## config.mk

```make
export PLATFORM = sky130hd
export DESIGN_NAME = cfg_addr_seq_6bit_flat
export DESIGN_NICKNAME = d
export VERILOG_FILES = /design/src/rtl/cfg_addr_seq_6bit_if.sv /design/src/rtl/cfg_addr_seq_6bit.sv /design/src/flat_wrapper.sv
export SDC_FILE = /design/constraint.sdc
export NUM_CORES = 1
export LEC_CHECK = 0
export ABC_AREA = 1
export BUFFER_PORTS_ARGS = -buffer_cell sky130_fd_sc_hd__buf_2
export CORE_MARGIN = 2
export CORE_UTILIZATION = 42
export DETAILED_ROUTE_END_ITERATION = 10
export GPL_TIMING_DRIVEN = 0
export PLACE_DENSITY = 0.71
export REMOVE_ABC_BUFFERS = 1
export SLEW_MARGIN = 0
export SYNTH_ARGS = -nofsm -noshare
export SYNTH_HDL_FRONTEND = slang
export SYNTH_SLANG_ARGS = --single-unit
```

## constraint.sdc

```tcl
create_clock -name clk -period 1.05 [get_ports clk]
set_input_delay 0.0525 -clock clk [delete_from_list [all_inputs] [get_ports clk]]
set_output_delay 0.0525 -clock clk [all_outputs]
set_load 0.03 [all_outputs]
```

## src/rtl/cfg_addr_seq_6bit_if.sv

```systemverilog
// Bundle shared by the sequencer, its external 6-bit adder and the write
// consumer. The sequencer side uses the master modport. The environment side
// (start source, adder, consumer) uses the slave modport.
interface cfg_addr_seq_6bit_if;
    logic       start;
    logic [5:0] base;
    logic [5:0] stride;
    logic [5:0] count;
    logic [5:0] add_a;
    logic [5:0] add_b;
    logic [5:0] add_sum;
    logic       wr_valid;
    logic [5:0] wr_addr;
    logic       wr_ready;
    logic       busy;
    logic       done;

    modport master (
        input  start, base, stride, count, add_sum, wr_ready,
        output add_a, add_b, wr_valid, wr_addr, busy, done
    );

    modport slave (
        output start, base, stride, count, add_sum, wr_ready,
        input  add_a, add_b, wr_valid, wr_addr, busy, done
    );
endinterface

```

## src/rtl/cfg_addr_seq_6bit.sv

```systemverilog
// Configuration-address sequencer. It streams `count` frame addresses, from
// `base` and stepping by `stride` modulo 64, over a valid/ready write
// channel. A `count` of 0 means 64 addresses. Each address advance is
// produced by the external carry-lookahead adder. The sequencer feeds the
// adder its address and stride registers, then loads the returned sum.
// After the last accepted beat it pulses `done` for one cycle.
module cfg_addr_seq_6bit (
    input  logic                  clk,
    input  logic                  rst,
    cfg_addr_seq_6bit_if.master   bus
);

    typedef enum logic [1:0] {
        ST_IDLE = 2'd0,
        ST_RUN  = 2'd1,
        ST_DONE = 2'd2
    } state_t;

    state_t     r_state;
    state_t     w_next_state;
    logic [5:0] r_addr;
    logic [5:0] r_stride;
    logic [6:0] r_rem;      // beats still to issue, 1..64 while running
    logic       w_start_acc;
    logic       w_accept;

    assign w_start_acc = (r_state == ST_IDLE) && bus.start;
    assign w_accept    = (r_state == ST_RUN) && bus.wr_ready;

    // The adder operands and write address come straight from registers, so
    // no input reaches the adder combinationally.
    assign bus.add_a   = r_addr;
    assign bus.add_b   = r_stride;
    assign bus.wr_addr = r_addr;

    // State register
    always_ff @(posedge clk or posedge rst) begin
        // NOTE: clocked state uses non-blocking assignments so that every
        // register samples pre-edge values, whatever the evaluation order.
        if (rst) begin
            r_state <= ST_IDLE;
        end else begin
            r_state <= w_next_state;
        end
    end

    // Next-state logic: run until the beat that takes rem from 1 to 0
    always_comb begin
        // NOTE: the default assignment ahead of the case keeps every path
        // assigned, so no latch is inferred.
        w_next_state = r_state;
        unique case (r_state)
            ST_IDLE: if (bus.start) w_next_state = ST_RUN;
            ST_RUN:  if (w_accept && (r_rem == 7'd1)) w_next_state = ST_DONE;
            ST_DONE: w_next_state = ST_IDLE;
            default: w_next_state = ST_IDLE;
        endcase
    end

    // Output decode: Moore outputs, cleared immediately by an async reset
    always_comb begin
        bus.wr_valid = 1'b0;
        bus.busy     = 1'b0;
        bus.done     = 1'b0;
        unique case (r_state)
            ST_RUN: begin
                bus.wr_valid = 1'b1;
                bus.busy     = 1'b1;
            end
            ST_DONE: bus.done = 1'b1;
            default: ;
        endcase
    end

    // Datapath: capture operands on start, advance from the adder on accept
    always_ff @(posedge clk or posedge rst) begin
        if (rst) begin
            r_addr   <= 6'd0;
            r_stride <= 6'd0;
            r_rem    <= 7'd0;
        end else if (w_start_acc) begin
            r_addr   <= bus.base;
            r_stride <= bus.stride;
            r_rem    <= (bus.count == 6'd0) ? 7'd64 : {1'b0, bus.count};
        end else if (w_accept) begin
            r_addr   <= bus.add_sum;
            r_rem    <= r_rem - 7'd1;
        end
    end

endmodule

```

## src/flat_wrapper.sv

```systemverilog
// flat-port wrapper written by rule: the top's interface ports become plain ports
module cfg_addr_seq_6bit_flat 
  (clk, rst, bus_start, bus_base, bus_stride, bus_count, bus_add_sum, bus_wr_ready, bus_add_a, bus_add_b, bus_wr_valid, bus_wr_addr, bus_busy, bus_done);
  cfg_addr_seq_6bit_if bus_i ();
  input  logic clk;
  input  logic rst;
  input wire logic [$bits(bus_i.start)-1:0] bus_start;
  input wire logic [$bits(bus_i.base)-1:0] bus_base;
  input wire logic [$bits(bus_i.stride)-1:0] bus_stride;
  input wire logic [$bits(bus_i.count)-1:0] bus_count;
  input wire logic [$bits(bus_i.add_sum)-1:0] bus_add_sum;
  input wire logic [$bits(bus_i.wr_ready)-1:0] bus_wr_ready;
  output wire logic [$bits(bus_i.add_a)-1:0] bus_add_a;
  output wire logic [$bits(bus_i.add_b)-1:0] bus_add_b;
  output wire logic [$bits(bus_i.wr_valid)-1:0] bus_wr_valid;
  output wire logic [$bits(bus_i.wr_addr)-1:0] bus_wr_addr;
  output wire logic [$bits(bus_i.busy)-1:0] bus_busy;
  output wire logic [$bits(bus_i.done)-1:0] bus_done;
  assign bus_i.start = bus_start;
  assign bus_i.base = bus_base;
  assign bus_i.stride = bus_stride;
  assign bus_i.count = bus_count;
  assign bus_i.add_sum = bus_add_sum;
  assign bus_i.wr_ready = bus_wr_ready;
  assign bus_add_a = bus_i.add_a;
  assign bus_add_b = bus_i.add_b;
  assign bus_wr_valid = bus_i.wr_valid;
  assign bus_wr_addr = bus_i.wr_addr;
  assign bus_busy = bus_i.busy;
  assign bus_done = bus_i.done;
  cfg_addr_seq_6bit u_core (.clk(clk), .rst(rst), .bus(bus_i));
endmodule
```

* After elaboration in Yosys (flattened, before gate mapping)
Cells that the tools add are included.
W data, S select, Z words.
** Storage, ports and cells
- Flip-flop bits (word level) :: 21
- Output and inout bits :: 21
- Logic and storage cells :: 27
** Cells by class
- $add $sub $neg :: 1
- Equal/unequal tests :: 5
- Multiplexer cells :: 10
- Reduce and logical (&&, ||, !) cells :: 7
** Operators with widths (number)
- $mux W7 :: 3
- $mux W6 :: 2
- $eq A7 B1 Y1 const B :: 1
- $sub A7 B1 Y7 const B :: 1
- $logic_not A6 Y1 :: 1
- $mux W2 :: 2
- $ne A2 B2 Y1 const B :: 2
- $pmux W2 S2 :: 1
- $logic_and A1 B1 Y1 :: 3
- $eq A2 B1 Y1 const B :: 1
- $eq A2 B2 Y1 const B :: 1
- $logic_not A2 Y1 :: 1
- $mux W1 :: 2
- $reduce_and A2 Y1 :: 1
- $reduce_bool A2 Y1 :: 1

* Logic depth before layout (Yosys ltp)
Gate-level depths: netlist of the first run.
- Depth after elaboration :: 5
- Depth in mapped cells :: 8
- Mapped depth without buffers :: 8

* Least setup slack after synthesis of the first run
OpenSTA, ideal clock, no wires.
- Path type :: flip-flop to flip-flop
- Start point :: register u_core.r_rem[0]
- End point :: register u_core.r_rem[6]
- Arrival :: 1092 ps
- Data required time :: 973 ps
- Slack :: -120 ps
- Cell stages (with the launch flop) :: 9
- Cell sequence :: dfrtp_1 > inv_1 > ha_1 > inv_1 > nor2_1 > nand3_1 > nand2_1 > nand3_1 > a21oi_1
** Between the ends
- Cells in the longest elaborated chain, start to end :: 3
** RTL lines
- start, declared :: line cfg_addr_seq_6bit.sv:23 : logic [6:0] r_rem;
- start signal, assigned :: line cfg_addr_seq_6bit.sv:84 : r_rem <= (bus.count == 6'd0) ? 7'd64 : {1'b0, bus.count};
- start signal, assigned :: line cfg_addr_seq_6bit.sv:87 : r_rem <= r_rem - 7'd1;
- $sub A7 B1 Y7 :: line cfg_addr_seq_6bit.sv:87
- $mux W7 :: line cfg_addr_seq_6bit.sv:85 : end else if (w_accept) begin
- $mux W7 :: line cfg_addr_seq_6bit.sv:81 : end else if (w_start_acc) begin
No other way between the ends. The select of a mux whose other input is x is not followed.
A chain may end at the register's enable or synchronous reset.

* Final worst setup path of the first run
- Start point :: register u_core.r_rem[1]
- End point :: register u_core.r_rem[6]
The elaborated chain is that of the path after synthesis.

==> results of run 1 <==
[area by class of cell]
cell class	instances	area [µm²]	share of cell area, %
clock buffers	3	22.52	1.237
clock inverters	1	5.005	0.2749
inverters	15	80.08	4.399
multi-input cells	100	629.4	34.57
flip-flops and latches	21	529.3	29.07
well taps	30	37.54	2.062
repair buffers	75	516.7	28.38
[metrics by stage]
step | cells | area (µm²) | total power (W) | utilization (%)
CTS | 244 | 1689 | 0.004898 | 66.96
finish | 245 | 1821 | 0.005385 | 72.17
detailed placement | 214 | 1335 | 0.003838 | 52.93
global route | 245 | 1821 | 0.005675 | 72.17
floorplan | 136 | 1057 | 0.003133 | -
global placement | 214 | 1335 | 0.003753 | 52.93
[power breakdown]
part	switching, W	internal, W
registers	0.000377	0.00119
clock network	0.000273	0.000143
logic	0.00210	0.00130
[kinds of logic after synthesis]
kind of cell | after synthesis | share of synthesized area, %
flops | 21 | 46.56
xor+xnor | 1 | 0.7762
compound gates | 20 | 9.866
simple gates | 77 | 29.05
buf+inv | 24 | 11.53
fa+ha+maj | 2 | 2.217
[state kept, by name (all words and copies together) (netlist names)]
register	flops
u_core.bus.add_a	6
u_core.bus.add_b	6
u_core.r_rem	7
u_core.r_state	2
[metal layers]
metal  wire [µm]  vias up
li1            -      592
met1        1413      612
met2        1946       65
met3         229        4
met4          22        0
met5           0        -
[placed cells by master, fill, tap and decap left out, drive strengths merged]
cell,n
a21oi,7
a22oi,1
buf,62
clkbuf,3
clkinv,2
clkinvlp,1
dfrtp,21
dlygate4sd3,13
ha,2
inv,13
nand2,49
nand3,7
nand3b,1
nand4,1
nor2,18
nor3,1
o211ai,2
o21ai,9
o221ai,1
xor2,1
[worst min path at each step]
stage	to	slack, ns	start
floorplan	u_core.bus.add_a[0]$_DFFE_PP0P_	0.03	rst
global placement	u_core.bus.add_b[4]$_DFFE_PP0P_	0.24	rst
global route	u_core.bus.add_a[3]$_DFFE_PP0P_	0.004	bus_base[3]
finish	u_core.bus.add_a[3]$_DFFE_PP0P_	-0.002	bus_base[3]
CTS	u_core.bus.add_a[5]$_DFFE_PP0P_	0.008	bus_add_sum[5]
detailed placement	u_core.bus.add_b[0]$_DFFE_PP0P_	0.24	rst
[tightest hold or removal path, delay by kind of cell]
kind                   cells  cell delay, ns
AO/OA/AOI/OAI              1            0.12
buffers and inverters      1            0.08
AND/OR/NAND/NOR            1            0.03
[timing repair]
action,CTS,global route
resized for setup,37,33
buffers inserted,12,2
hold endpoints to repair,33,0
pin swaps,13,5
setup endpoints to repair,24,45
hold buffers,13,0
cloned,1,0
==> flow_metrics.tcl, run 1 <==
set metrics [dict create \
    avgSynthCellArea_um2 7.783 \
    crit_end "u_core.r_rem[6]$_DFFE_PP0P_" \
    required_ns 1.29 \
    ys_ff_latch 21 \
    drc 0 \
    timing.hold.ws_ns -0.001657 \
    initial_core_util_pct 44.74 \
    first_pass_iters 4 \
    clockBufferDepth 2 \
    worstSetupStartpoint "u_core.r_rem[1]$_DFFE_PP0P_" \
    worstSkewPairLatency_ns 0.32 \
    portBuffers 48 \
    synth.area.top_cells "dfrtp_1 (47%), nand2_1 (16%), nor2_1 (5.7%), buf_4 (5.3%), inv_1 (4.0%)" \
    yosysTopAreaCellShare_pct 46.56 \
    ys_types 23 \
    cp.buffers_inverters 2 \
    synth.most_common_cell "nand2_1" \
    synthArstFlopShare_pct 100.0 \
    use_met1_pct 27.41 \
    grt_pass1_vias 1233 \
    crit_arrival_ns 1.53 \
    synthCells 145 \
    rsz0062_at_grt "true" \
    netlist_area_um2 1129 \
    grt_max_degree 22 \
    maxCapViolCount 0 \
    finalCritPeriodShare_pct 122.7 \
    r2r-end "u_core.r_rem[6]$_DFFE_PP0P_" \
    rr_worst_depth 8 \
    grt_busiest_layer "met2" \
    grt_pass1_wl_mm 5.471 \
    dp_slack_ns -0.2963 \
    cts_tree "yes" \
    clk_pin_slew_ns 0.13 \
    failed_checks "hold timing, setup timing" \
    die_width_um 55.84 \
    yosys-top-cells-count "nand2_1 (47), dfrtp_1 (21), nor2_1 (17)" \
    crit_top_cell "inv_2" \
    grt.met3_usage_pct 3.488 \
    vias 1273 \
    slew_headroom_pct 68.89 \
    setup_viol 24 \
    numCtsBuffers 3 \
    area_delta_synth_final_pct 61.31 \
    wl_per_cell_um 14.74 \
    antenna_cells 0 \
    dieArea_um2 3118 \
    drv_slew 0 \
    fin_nets 246 \
    grtUsageMet2_pct 39.97 \
    crit_type "reg2reg" \
    critPathCaptureType "flop" \
    row_count 18 \
    core_um2 2522 \
    antenna_found_initial 0 \
    yosysTopAreaCell "dfrtp_1" \
    routabilityCongestion 0.8873 \
    hold_path_class "in2reg" \
    cts.sink_count 21 \
    p_leak_nw 0.9149 \
    drt_iter0_drc 45 \
    synth_ff_type "dfrtp_1" \
    max_freq_ghz 0.7763 \
    seq_area_frac_synth_pct 46.56 \
    r2r-start "u_core.r_rem[1]$_DFFE_PP0P_" \
    fill_cells 188 \
    fin_setup_tns_ns -3.208 \
    cp_slowest_stage_delay_ns 0.43 \
    die_height_um 55.84 \
    io_pins 49 \
    finClkSkew_ns 0.005779 \
    powerDensity_nw_per_um2 2958 \
    worst_setup_path_start_kind "flop" \
    min_period_ns 1.288 \
    yosysWarnings 0 \
    vdd_drop_max_mv 1.890 \
    hold_viol_final 1 \
    dp.final_hpwl_mm 1.934 \
    drive_gt1_share_pct 50.23 \
    status "complete, but fails checks" \
    critPathTopFamily "flip-flops" \
    crit_path_max_fanout 3 \
    synth-edff-count 0 \
    groute.usage.overall_pct 21.93 \
    drt_wl_total_mm 3.612 \
    r2r_slack_ns -0.24 \
    cts-htree-levels 1 \
    hold_depth 3 \
    cp_slowest_cell "dfrtp_1" \
    root_buffer "clkbuf_4" \
    timing.final.ws_setup_ns -0.2381 \
    overflow 0 \
    cp_cell_sequence "inv_2 > ha_4 > inv_2 > nor2_4 > nand3_2 > nand2_1 > nand3_1 > a21oi_1" \
    viasPerCell 5.196 \
    tightest_slew_ns 0.4656 \
    crit_cells 8 \
    final_antenna_net_count 0 \
]
Power figures use the tool's default switching activity.
==> run 2: changes to the inputs <==
Settings changed: GPL_TIMING_DRIVEN 0 to 1.
==> run 2 against run 1 <==
The run still ends with hold timing, setup timing left. Clock skew is 0.0019 ns higher. Highest routed layer unchanged. First-iteration DRC count decreased by 71%. Critical path type unchanged. Sequential share of layout area shrank 0.96 points. Critical endpoint unchanged.
==> flow_metrics.tcl, run 2 (synthesized netlist as in run 1, its figures left out) <==
set metrics [dict create \
    status "complete, but fails checks" \
    failed_checks "hold timing, setup timing" \
    dieArea_um2 3118 \
    drt_wl_total_mm 3.426 \
    clk_pin_slew_ns 0.13 \
    first_pass_iters 4 \
    post-route-util_pct 74.45 \
    tightest_slew_ns 0.2843 \
    p_leak_nw 0.9681 \
    portBuffers 48 \
    root_buffer "clkbuf_4" \
    routabilityCongestion 0.8919 \
    drt_iter0_drc 13 \
    final_common_cell "buf_2" \
    finalCritPeriodShare_pct 119.3 \
    core_um2 2522 \
    worst_setup_path_start_kind "flop" \
    drc 0 \
    initial_core_util_pct 44.74 \
    cts.sink_count 21 \
    maxCapViolCount 0 \
    numCtsBuffers 3 \
    clockBufferDepth 2 \
    required_ns 1.26 \
    crit_type "reg2reg" \
    vias 1272 \
    final_antenna_net_count 0 \
    fin_cells 256 \
    postPlaceCellArea_um2 1470 \
    timing.final.ws_setup_ns -0.2024 \
    groute.usage.overall_pct 21.54 \
    cts_tree "yes" \
    io_pins 49 \
    area_delta_synth_final_pct 66.41 \
    setup_viol 23 \
    viasPerCell 4.969 \
    hold_viol_final 3 \
    vdd_drop_max_mv 2.127 \
    worstSkewPairLatency_ns 0.31 \
    cts-htree-levels 1 \
    largest_register "u_core.r_rem" \
    stdcell_area_um2 1878 \
    max_freq_ghz 0.7984 \
    antenna_cells 0 \
    final_cell_mix "buf_2 (45), nand2_1 (41), dfrtp_1 (19)" \
    powerDensity_nw_per_um2 2885 \
    rsz0062_at_grt "true" \
    drive_gt1_share_pct 49.12 \
    largest_register_ffs 7 \
    slew_headroom_pct 81.05 \
    antenna_found_initial 0 \
    crit_path_max_fanout 8 \
    grt_pass1_wl_mm 5.402 \
    hold_path_class "in2reg" \
    grt_max_degree 22 \
    dp.final_hpwl_mm 2.149 \
    wl_per_cell_um 13.38 \
    die_width_um 55.84 \
    crit_arrival_ns 1.47 \
    die_height_um 55.84 \
    min_period_ns 1.252 \
    grt_pass1_vias 1290 \
    drv_slew 0 \
    row_count 18 \
    critPathCaptureType "flop" \
    fin_setup_tns_ns -3.120 \
    finClkSkew_ns 0.007666 \
    dp_cells 232 \
    fin_nets 257 \
    overflow 0 \
    timing.hold.ws_ns -0.01135 \
]
## run 2: routing by layer
layer	global-route usage (%)	part of all wire (%)
met2	39.46	56
met1	26.22	39
met3	3.488	4.3
met4	5.442	0.58
met5	0	0
## run 2: metrics by stage
stage / hold WS, ns / setup WS (ns) / total power [W]
5_1_grt: 0.001505 / -0.2812 / 0.005781
3_3_place_gp: 0.09572 / -0.1377 / 0.004121
2_1_floorplan: 0.02903 / -0.1230 / 0.003133
3_5_place_dp: 0.09640 / -0.2026 / 0.004198
4_1_cts: 0.007137 / -0.1587 / 0.005085
6_report: -0.01135 / -0.2024 / 0.005418
## run 2: what timing repair did
item                                   in CTS  in global routing
hold buffers                               12                  0
endpoints found under the hold margin      32                  0
buffers inserted                            5                  2
gates cloned                                1                  0
setup endpoints to repair                  23                 24
gates resized for setup                    35                 31
pin swaps                                  10                  8
## run 2: worst paths after layout
check,start,endpoint,slack (ns),cells past startpoint
setup / recovery,u_core.r_state[1]$_DFFE_PP0P_,u_core.r_rem[6]$_DFFE_PP0P_,-0.20,7
hold / removal,bus_base[1],u_core.bus.add_a[1]$_DFFE_PP0P_,-0.01,3
setup reg to reg,u_core.r_state[1]$_DFFE_PP0P_,u_core.r_rem[6]$_DFFE_PP0P_,-0.20,7
hold reg to reg,u_core.bus.add_b[0]$_DFFE_PP0P_,u_core.bus.add_b[0]$_DFFE_PP0P_,0.49,2
max in group asynchronous,rst,u_core.r_state[0]$_DFFE_PP0P_,0.49,4
min in group asynchronous,rst,u_core.bus.add_a[5]$_DFFE_PP0P_,0.31,4
## run 2: layout make-up
class                   count  area [µm²]
multi-input cells         100       595.6
repair buffers             86       608.1
well taps                  30       37.54
flip-flops and latches     21       528.0
inverters                  15       81.33
clock inverters             1       5.005
fillers                   172       644.4
clock buffers               3       22.52
## run 2: where the power goes
group,switching (W),internal (W),leakage [nW]
clock,0.000271,0.000142,0.0177
sequential,0.000288,0.00119,0.253
combinational,0.00209,0.00143,0.697
total,0.00265,0.00276,0.968
## run 2: worst max-delay path, stage by stage, from the launching register on
cell     delay [ns]
dfrtp_1        0.42
buf_6          0.12
nor2_4         0.11
nand2_4        0.13
nand2_8        0.13
inv_8          0.05
nor2_2         0.13
a21oi_2        0.06
==> run 3: changes to the inputs <==
Settings changed: CELL_PAD_IN_SITES_DETAIL_PLACEMENT set to 2, CELL_PAD_IN_SITES_GLOBAL_PLACEMENT set to 2, CORE_UTILIZATION 42 to 22, PLACE_DENSITY 0.71 to 0.69.
==> run 3 against run 2 <==
The flow finishes with violations (setup timing). Critical path type unchanged. Core utilization shrank 35 points. Cell area grew 5.9%. Global-route usage shrank 4.8 points. Count of clock-buffer cells in the layout is the same.
==> flow_metrics.tcl, run 3 (synthesized netlist as in run 1, its figures left out) <==
set metrics [dict create \
    die_width_um 75.63 \
    worstSkewPairLatency_ns 0.26 \
    drive_gt1_share_pct 56.00 \
    dp.final_hpwl_mm 2.980 \
    crit_path_max_fanout 7 \
    root_buffer "clkbuf_8" \
    timing.final.ws_setup_ns -0.1760 \
    overflow 0 \
    drt_wl_total_mm 4.431 \
    powerDensity_nw_per_um2 2974 \
    clk_pin_slew_ns 0.08 \
    largest_register "u_core.r_rem" \
    core_um2 5042 \
    crit_top_cell "buf_6" \
    slew_headroom_pct 80.16 \
    final_antenna_net_count 0 \
    min_period_ns 1.226 \
    grt_busiest_layer "met2" \
    final_common_cell "buf_2" \
    viasPerCell 4.363 \
    crit_type "reg2reg" \
    io_pins 49 \
    antenna_found_initial 0 \
    drc 0 \
    numCtsBuffers 3 \
    max_freq_ghz 0.8157 \
    rsz0062_at_grt "true" \
    finClkSkew_ns 0.001947 \
    critPathCaptureType "flop" \
    routabilityCongestion 0.7968 \
    grt_max_degree 22 \
    wl_per_cell_um 15.02 \
    cts-htree-levels 1 \
    tightest_slew_ns 0.2976 \
    crit_arrival_ns 1.38 \
    first_pass_iters 4 \
    hold_path_class "in2reg" \
    critPathTopFamily "flip-flops" \
    postPlaceCellArea_um2 1578 \
    worst_setup_path_start_kind "flop" \
    cp_cell_sequence "buf_6 > nand3_4 > nand2_8 > buf_6 > o211ai_1 > nand2_1" \
    cp.buffers_inverters 2 \
    largest_register_ffs 7 \
    finalCritPeriodShare_pct 116.8 \
    p_total_w 0.005917 \
    status "complete, but fails checks" \
    stdcell_area_um2 1989 \
    portBuffers 48 \
    fill_cells 574 \
    hold_viol_final 0 \
    final_cell_mix "buf_2 (45), nand2_1 (34), dfrtp_1 (19)" \
    cp_slowest_stage_delay_ns 0.45 \
    grt_pass1_wl_mm 6.989 \
    cp_slowest_cell "dfrtp_2" \
    initial_core_util_pct 22.38 \
    grtUsageMet2_pct 29.76 \
    drt_iter0_drc 32 \
    cts.sink_count 21 \
    area_delta_synth_final_pct 76.28 \
    cts_tree "yes" \
    clockBufferDepth 2 \
    fin_setup_tns_ns -3.010 \
    dieArea_um2 5719 \
    vdd_drop_max_mv 1.304 \
    failed_checks "setup timing" \
    groute.usage.overall_pct 16.77 \
    vias 1287 \
    setup_viol 24 \
    dp_slack_ns -0.2762 \
    maxCapViolCount 0 \
    die_height_um 75.63 \
    row_count 26 \
    grt_pass1_vias 1410 \
    drv_slew 0 \
    grt.met3_usage_pct 3.571 \
    p_leak_nw 1.018 \
    fin_nets 256 \
    use_met1_pct 19.59 \
    post-route-util_pct 39.45 \
    antenna_cells 0 \
    required_ns 1.20 \
]
[run 3: changes by cell type in the layout (fill, tap and decap cells not counted), sizes merged]
| cell | previous run | this run |
|---|---|---|
| buf | 74 | 79 |
| clkinv | 2 | 1 |
| inv | 14 | 15 |
| dlygate4sd3 | 12 | 6 |
[run 3: where the power goes]
part	leakage [nW]	switching, W	total, W	internal (W)
clock	0.0255	0.000291	0.000556	0.000265
sequential	0.253	0.000278	0.00147	0.00119
combinational	0.739	0.00229	0.00389	0.00161
total	1.02	0.00286	0.00592	0.00306
[run 3: routing by layer]
layer	routed length (µm)	vias to the layer above	part of all wire (%)
li1	-	614	-
met1	1864	622	42
met2	2281	43	51
met3	230	8	5.2
met4	55	0	1.2
met5	0	-	0
[run 3: timing repair]
action / CTS / global route
setup endpoints to repair: 24 / 24
pin swaps: 13 / 16
cloned: 1 / 0
hold buffers: 5 / 1
buffers inserted: 5 / 2
gates resized for setup: 53 / 25
endpoints found under the hold margin: 25 / 1
[run 3: stage by stage]
step | instances | hold WS, ns
after detailed placement | 278 | 0.1085
after global routing | 295 | 0.004084
after global placement | 278 | 0.1058
final | 295 | 0.002735
after CTS | 293 | 0.0006868
after floorplan | 136 | 0.02903
[run 3: cell type report]
class,count,area (µm²),area share [%]
timing repair buffer,85,621.8,31.26
multi-input combinational,100,634.4,31.89
tap,70,87.58,4.403
sequential,21,528.0,26.54
clock inverter,1,5.005,0.2516
clock buffer,3,41.29,2.075
inverter,15,71.32,3.585
[run 3: final timing paths]
check	from	end	slack, ns	cells past startpoint
max	u_core.r_state[0]$_DFFE_PP0P_	u_core.r_rem[3]$_DFFE_PP0P_	-0.18	6
min	bus_stride[5]	u_core.bus.add_b[5]$_DFFE_PP0P_	0.003	3
max reg2reg	u_core.r_state[0]$_DFFE_PP0P_	u_core.r_rem[3]$_DFFE_PP0P_	-0.18	6
min reg2reg	u_core.bus.add_b[1]$_DFFE_PP0P_	u_core.bus.add_b[1]$_DFFE_PP0P_	0.50	2
max in group asynchronous	rst	u_core.r_rem[2]$_DFFE_PP0P_	0.44	4
min in group asynchronous	rst	u_core.bus.add_b[3]$_DFFE_PP0P_	0.36	4
[run 3: worst register-to-register path, cell delays in order (launching register included)]
cell and delay [ns]:
dfrtp_2 0.45, buf_6 0.13, nand3_4 0.13, nand2_8 0.10, buf_6 0.13, o211ai_1 0.10
nand2_1 0.07
